$ cat src/rtl/vga_scan_out.sv
// VGA raster timing generator and final pixel compositor.
// Optional build macro VGA_BORDER_EN paints a white alignment border.
module vga_scan_out #(
  parameter int H_ACTIVE = 640,
  parameter int H_FP     = 16,
  parameter int H_SYNC   = 96,
  parameter int H_BP     = 48,
  parameter int V_ACTIVE = 480,
  parameter int V_FP     = 10,
  parameter int V_SYNC   = 2,
  parameter int V_BP     = 33,
  parameter int PIX_DIV  = 2
) (
  input  logic       clock,
  input  logic       reset_n,
  output logic [9:0] hcount,
  output logic [9:0] vcount,
  output logic       video_on,
  input  logic [7:0] l0_rgb,
  input  logic       l0_imagen,
  input  logic [7:0] l1_rgb,
  input  logic       l1_imagen,
  input  logic [7:0] bg_rgb,
  output logic [2:0] red,
  output logic [2:0] green,
  output logic [1:0] blue,
  output logic       hsync,
  output logic       vsync,
  output logic       frame_tick
);

  localparam int H_TOTAL = H_ACTIVE + H_FP + H_SYNC + H_BP;
  localparam int V_TOTAL = V_ACTIVE + V_FP + V_SYNC + V_BP;
  localparam int HS_BEG  = H_ACTIVE + H_FP;
  localparam int HS_END  = H_ACTIVE + H_FP + H_SYNC;
  localparam int VS_BEG  = V_ACTIVE + V_FP;
  localparam int VS_END  = V_ACTIVE + V_FP + V_SYNC;
  localparam int DW      = (PIX_DIV > 1) ? $clog2(PIX_DIV) : 1;

  logic [DW-1:0] div_q, div_d;
  logic [9:0]    h_q, h_d;
  logic [9:0]    v_q, v_d;
  logic          von_q, von_d;
  logic          hs_q, hs_d;
  logic          vs_q, vs_d;
  logic          ft_q, ft_d;
  logic [7:0]    rgb_q, rgb_d;
  logic          pix_tick;
  logic          h_last;
  logic          v_last;
  logic          active;
  logic [7:0]    layer_rgb;
`ifdef VGA_BORDER_EN
  logic          edge_px;
`endif

  // pixel divider: tick on the last clock of each pixel
  always_comb begin
    pix_tick = (div_q == DW'(PIX_DIV - 1));
    div_d    = pix_tick ? '0 : div_q + DW'(1);
  end

  // scan position, advancing one pixel per tick
  always_comb begin
    h_last = (h_q == 10'(H_TOTAL - 1));
    v_last = (v_q == 10'(V_TOTAL - 1));
    h_d    = h_q;
    v_d    = v_q;
    if (pix_tick) begin
      h_d = h_last ? '0 : h_q + 10'd1;
      if (h_last)
        v_d = v_last ? '0 : v_q + 10'd1;
    end
  end

  // layer priority: player over obstacles over background
  always_comb begin
    layer_rgb = bg_rgb;
    unique case (1'b1)
      l1_imagen:               layer_rgb = l1_rgb;
      !l1_imagen && l0_imagen: layer_rgb = l0_rgb;
      default:                 layer_rgb = bg_rgb;
    endcase
  end

  // output stage: pins registered from the pre-increment position
  always_comb begin
    active = (h_q < 10'(H_ACTIVE)) && (v_q < 10'(V_ACTIVE));
`ifdef VGA_BORDER_EN
    edge_px = (h_q == '0) || (h_q == 10'(H_ACTIVE - 1)) ||
              (v_q == '0) || (v_q == 10'(V_ACTIVE - 1));
`endif
    von_d = von_q;
    hs_d  = hs_q;
    vs_d  = vs_q;
    rgb_d = rgb_q;
    ft_d  = pix_tick && h_last && (v_q == 10'(V_ACTIVE - 1));
    if (pix_tick) begin
      von_d = active;
      hs_d  = !((h_q >= 10'(HS_BEG)) && (h_q < 10'(HS_END)));
      vs_d  = !((v_q >= 10'(VS_BEG)) && (v_q < 10'(VS_END)));
      if (!active)
        rgb_d = '0;
`ifdef VGA_BORDER_EN
      else if (edge_px)
        rgb_d = 8'hFF;
`endif
      else
        rgb_d = layer_rgb;
    end
  end

  // state and pin registers
  always_ff @(posedge clock or negedge reset_n) begin
    if (!reset_n) begin
      div_q <= '0;
      h_q   <= '0;
      v_q   <= '0;
      von_q <= 1'b1;
      hs_q  <= 1'b1;
      vs_q  <= 1'b1;
      ft_q  <= 1'b0;
      rgb_q <= '0;
    end else begin
      div_q <= div_d;
      h_q   <= h_d;
      v_q   <= v_d;
      von_q <= von_d;
      hs_q  <= hs_d;
      vs_q  <= vs_d;
      ft_q  <= ft_d;
      rgb_q <= rgb_d;
    end
  end

  assign hcount     = h_q;
  assign vcount     = v_q;
  assign video_on   = von_q;
  assign hsync      = hs_q;
  assign vsync      = vs_q;
  assign frame_tick = ft_q;
  assign red        = rgb_q[7:5];
  assign green      = rgb_q[4:2];
  assign blue       = rgb_q[1:0];

endmodule

$ cat config.mk
export PLATFORM = sky130hd
export DESIGN_NAME = vga_scan_out
export DESIGN_NICKNAME = d
export VERILOG_FILES = /design/src/rtl/vga_scan_out.sv
export SDC_FILE = /design/constraint.sdc
export NUM_CORES = 1
export LEC_CHECK = 0
export CAP_MARGIN = 30
export CORE_UTILIZATION = 45
export CTS_CLUSTER_DIAMETER = 150
export DETAILED_ROUTE_END_ITERATION = 7
export GPL_ROUTABILITY_DRIVEN = 0
export HOLD_SLACK_MARGIN = 0.02
export PLACE_DENSITY = 0.8
export SETUP_SLACK_MARGIN = 0.5
export SLEW_MARGIN = 10
export SYNTH_ARGS = -nofsm -noshare
export SYNTH_HDL_FRONTEND = slang
export SYNTH_SLANG_ARGS = --single-unit
$ cat constraint.sdc
create_clock -name clock -period 2 [get_ports clock]
set_input_delay 0.4 -clock clock [delete_from_list [all_inputs] [get_ports clock]]
set_output_delay 0.4 -clock clock [all_outputs]
set_load 0.05 [all_outputs]
## After elaboration in Yosys (flattened, before gate mapping)

Index checks and enable logic that the tools add are counted.
Widths: inputs -> output; s select.

| word-level totals | value |
|---|---|
| register bits after elaboration | 33 |
| input bits | 28 |
| output and inout bits | 32 |
| word-level logic and storage cells | 35 |

| operators by class | value |
|---|---|
| $add $sub $neg | 3 |
| $lt $le $gt $ge | 6 |
| equality and inequality tests | 3 |
| multiplexer cells | 5 |
| reduce and logical (&&, ||, !) cells | 10 |

Operators with widths:

| kind | number |
|---|---|
| $add 10x1->10 const B | 2 |
| $eq 10x10->1 const B | 2 |
| $lt 10x10->1 const B | 2 |
| $lt 10x9->1 const B | 2 |
| $mux 10 | 2 |
| $pmux 8 s2 | 1 |
| $eq 10x9->1 const B | 1 |
| $ge 10x10->1 const B | 1 |
| $ge 10x9->1 const B | 1 |
| $mux 8 | 1 |
| $logic_and 1x1->1 | 6 |
| $logic_not 1->1 | 3 |
| $reduce_and 2->1 | 1 |
| $add 1x1->1 const B | 1 |
| $mux 1 | 1 |

## Depth between registers and ports, before layout

| logic depth | value |
|---|---|
| depth after elaboration | 4 |
| gate-level depth with buffers | 6 |
| depth with buffers taken out | 6 |

## Worst setup path after synthesis

No wires, ideal clock.

| timing | value |
|---|---|
| kind | reg2reg |
| from | register h_q[1] (netlist: hcount[1]) |
| to | register v_q[8] (netlist: vcount[8]) |
| setup time | 0.082 ns |
| arrival | 1.903 ns |
| data required time | 1.918 ns |
| setup slack | 0.014 ns |
| stages on the path, launching flop included | 6 |
| path buffers | 0 |
| clock period less this slack | 1.986 ns |
| path through | dfrtp_1 > ha_1 > nand4bb_1 > or3_4 > nor4_4 > xor2_1 |

| between the ends | value |
|---|---|
| longest elaborated chain between the ends | 2 |

Ends and longest elaborated chain:

| item | RTL line | source |
|---|---|---|
| start, declared | 41 | `logic [9:0] h_q, h_d;` |
| start signal, assigned | 117 | `h_q <= '0;` |
| start signal, assigned | 126 | `h_q <= h_d;` |
| $eq 10x10->1 | 65 | `h_last = (h_q == 10'(H_TOTAL - 1));` |
| $reduce_and 2->1 (no line) | n/a |  |
| end signal, assigned | 127 | `v_q <= v_d;` |
| end, declared | 42 | `logic [9:0] v_q, v_d;` |

No other way between the ends.
A chain may end at the register's enable or synchronous reset.

## Final worst setup path

| timing | value |
|---|---|
| from | register h_q[7] (netlist: hcount[7]) |
| to | register v_q[3] (netlist: vcount[3]) |

The elaborated chain is that of the path after synthesis.

==> impl_metrics.ini <==
[detailed_routing]
m1WireLength_um = 1920
vias_per_cell = 5.35
drc = 0
route.top_layer_used = met4
routed_wl_um = 4240
drt_iter0_drc = 68
dr.pass1.iters = 4
wl_per_cell_um = 14.5
dr_wl_met3_um = 330
vias = 1563
antenna_left = 0
wl_met2_um = 1940

[sta]
tightest_slew_ns = 0.506
final.min_clock_period_ns = 1.61
drv_slew = 0
fin_setup_tns_ns = 0
fmax_mhz = 620
hold_viol_final = 0
finClkSkew_ns = 0.00590
rsz0062_at_grt = true
setup_viol = 0
whs_ns = 0.474
relSlewSlack = 0.662
post-route-period-util = 0.806

[global_route]
grt_max_degree = 34
gr-total-overflow = 0
grt_pass1_vias = 1492
grtUsageTotal = 0.223
grt_pass1_wl_um = 6960
antenna_found_initial = 0

[final_layout]
area_growth_pct = 50.0
drive_gt1_frac = 0.373
fin_cells = 292
nFillCells = 292
final_cell_area_um2 = 2560
final_nets = 275
num_antenna_cells = 0

[placed_design]
placed_cell_area_um2 = 2410
dp_hpwl_um = 2900
dp_cells = 272
io_buffers = 59

[clock_network]
cts_max_level = 2
cts_inserted_buffers = 5
clkTransAtPathRegs_ns = 0.06
insertion_delay_ns = 0.28
cts_hold_buffers = 0
cts_tree = yes
cts.path.max_buffers = 2
cts_sinks = 33
cts_root_buffer = clkbuf_8

[setup_path]
worst_setup_path_start_kind = register
crit_family = simple AND/OR/NAND/NOR gates
arrival_ns = 1.83
cp.required_ns = 2.22
slowest_delay_ns = 0.46
critical_path_class = reg2reg
worst_path_max_delay_cell = dfrtp_2
critPathBufInv = 0
path_max_fanout = 7
cp_cell_sequence = nand4b_4 -> or3_4 -> or3_1 -> nand3_1
end_kind = register

[logic_synthesis]
ys_warn_count = 0
ys_ff_latch = 33
seq_area_frac_synth = 0.486
avgSynthCellArea_um2 = 10.2
yosys-top-cells-area = dfrtp_1, mux2i_1, dfstp_2
yosysTopAreaCell = dfrtp_1
ys.flop_type = dfrtp_1
yosysMostFrequentCell = dfrtp_1
netlist_area_um2 = 1710
synthCells = 167
ys_top_cells_by_count = dfrtp_1, nor2_1, a21oi_1, nand2_1
synth_edf_count = 0
synth_async_sr_flop_share = 1.00
syn-num-nets = 199
yosysTopAreaCellShare = 0.440
ys_types = 36

[die]
core_area_um2 = 3660
dieArea_um2 = 4040
num_rows = 22
ios = 60
die_x_um = 63.6
die_y_um = 63.6
floorplan.initialDensity = 0.466

[pwr]
power_leakage_nw = 1.18
total_power_mw = 1.34
power.density_nw_per_um2 = 523
ir_worst_vdd_mv = 0.360

[min_path]
hold_path_class = reg2reg

[flow_run]
cap_violations = 0

[outcome]
outcome = completed
==> logic make-up (layout without fill, tap and decap cells) <==
kind of cell	after synthesis	count (layout)	share of synthesized area
AOI/OAI and AO/OA	32	32	0.120
xor gates and xnor gates	10	10	0.0513
adders and majority gates	4	4	0.0293
buffers and inverters	14	91	0.0315
DFF	33	33	0.486
muxes	11	11	0.0653
and+or+nand+nor	63	63	0.216
==> layer usage <==
metal | global-route usage | vias up
li1 | - | 761
met1 | 0.282 | 738
met2 | 0.350 | 59
met3 | 0.0815 | 5
met4 | 0.0767 | 0
met5 | 0 | -
==> through the flow <==
step / worst slack, ns / utilization
after floorplan: 0.272 / -
after global placement: 0.345 / 0.658
after detailed placement: 0.332 / 0.658
after CTS: 0.392 / 0.685
after global routing: 0.352 / 0.699
final: 0.388 / 0.699
==> placed cells by master, fill, tap and decap left out, types with 3 or more instances in the layout <==
cell type	count
a21oi_1	10
buf_2	10
buf_4	28
clkbuf_8	5
clkdlybuf4s15_2	9
clkdlybuf4s50_1	27
dfrtp_1	13
dfrtp_2	17
dfstp_2	3
ha_1	3
inv_1	5
mux2i_1	10
nand2_1	11
nand3_1	10
nand4_1	5
nor2_1	15
o21ai_0	6
o2bb2ai_1	8
xnor2_1	5
xor2_1	5
==> power by group <==
group | internal [mW] | leakage (nW) | switching [mW]
logic | 0.0840 | 0.747 | 0.0971
clock network | 0.244 | 0.0422 | 0.226
registers | 0.682 | 0.396 | 0.00728
==> path summary, 6_finish.rpt <==
kind | from | end | slack (ns) | cells past startpoint
setup / recovery | hcount[7] | vcount[3] | 0.39 | 4
hold / removal | video_on | video_on | 0.47 | 2
setup reg to reg | hcount[7] | vcount[3] | 0.39 | 4
hold reg to reg | video_on | video_on | 0.47 | 2
max in group asynchronous | reset_n | vsync | 1.14 | 2
min in group asynchronous | reset_n | hcount[5] | 0.52 | 2
==> layout make-up <==
type | count | area, um^2 | share of cell area
Timing Repair Buffer | 75 | 637 | 0.249
Inverter | 8 | 30.0 | 0.0117
Clock buffer | 7 | 76.3 | 0.0298
Multi-Input combinational cell | 120 | 901 | 0.352
Tap cell | 48 | 60.1 | 0.0235
Clock inverter | 1 | 5.00 | 0.00196
Sequential cell | 33 | 851 | 0.332
==> state kept, by name (all words and copies together), names as in the netlist <==
register	cells
video_on	1
vcount	10
hsync	1
div_q	1
rgb_q	8
vsync	1
frame_tick	1
hcount	10
==> worst reg2reg max path, stage by stage, from the launching register on <==
cell	delay, ns
dfrtp_2	0.46
nand4b_4	0.25
or3_4	0.45
or3_1	0.32
nand3_1	0.08
==> timing repair <==
item	in CTS	in global routing
resized for setup	70	20
setup buffers	3	9
cloned	0	0
pin swaps	1	6
endpoints found under the setup margin	29	34
Note: power is estimated with default switching activity, not from simulation.
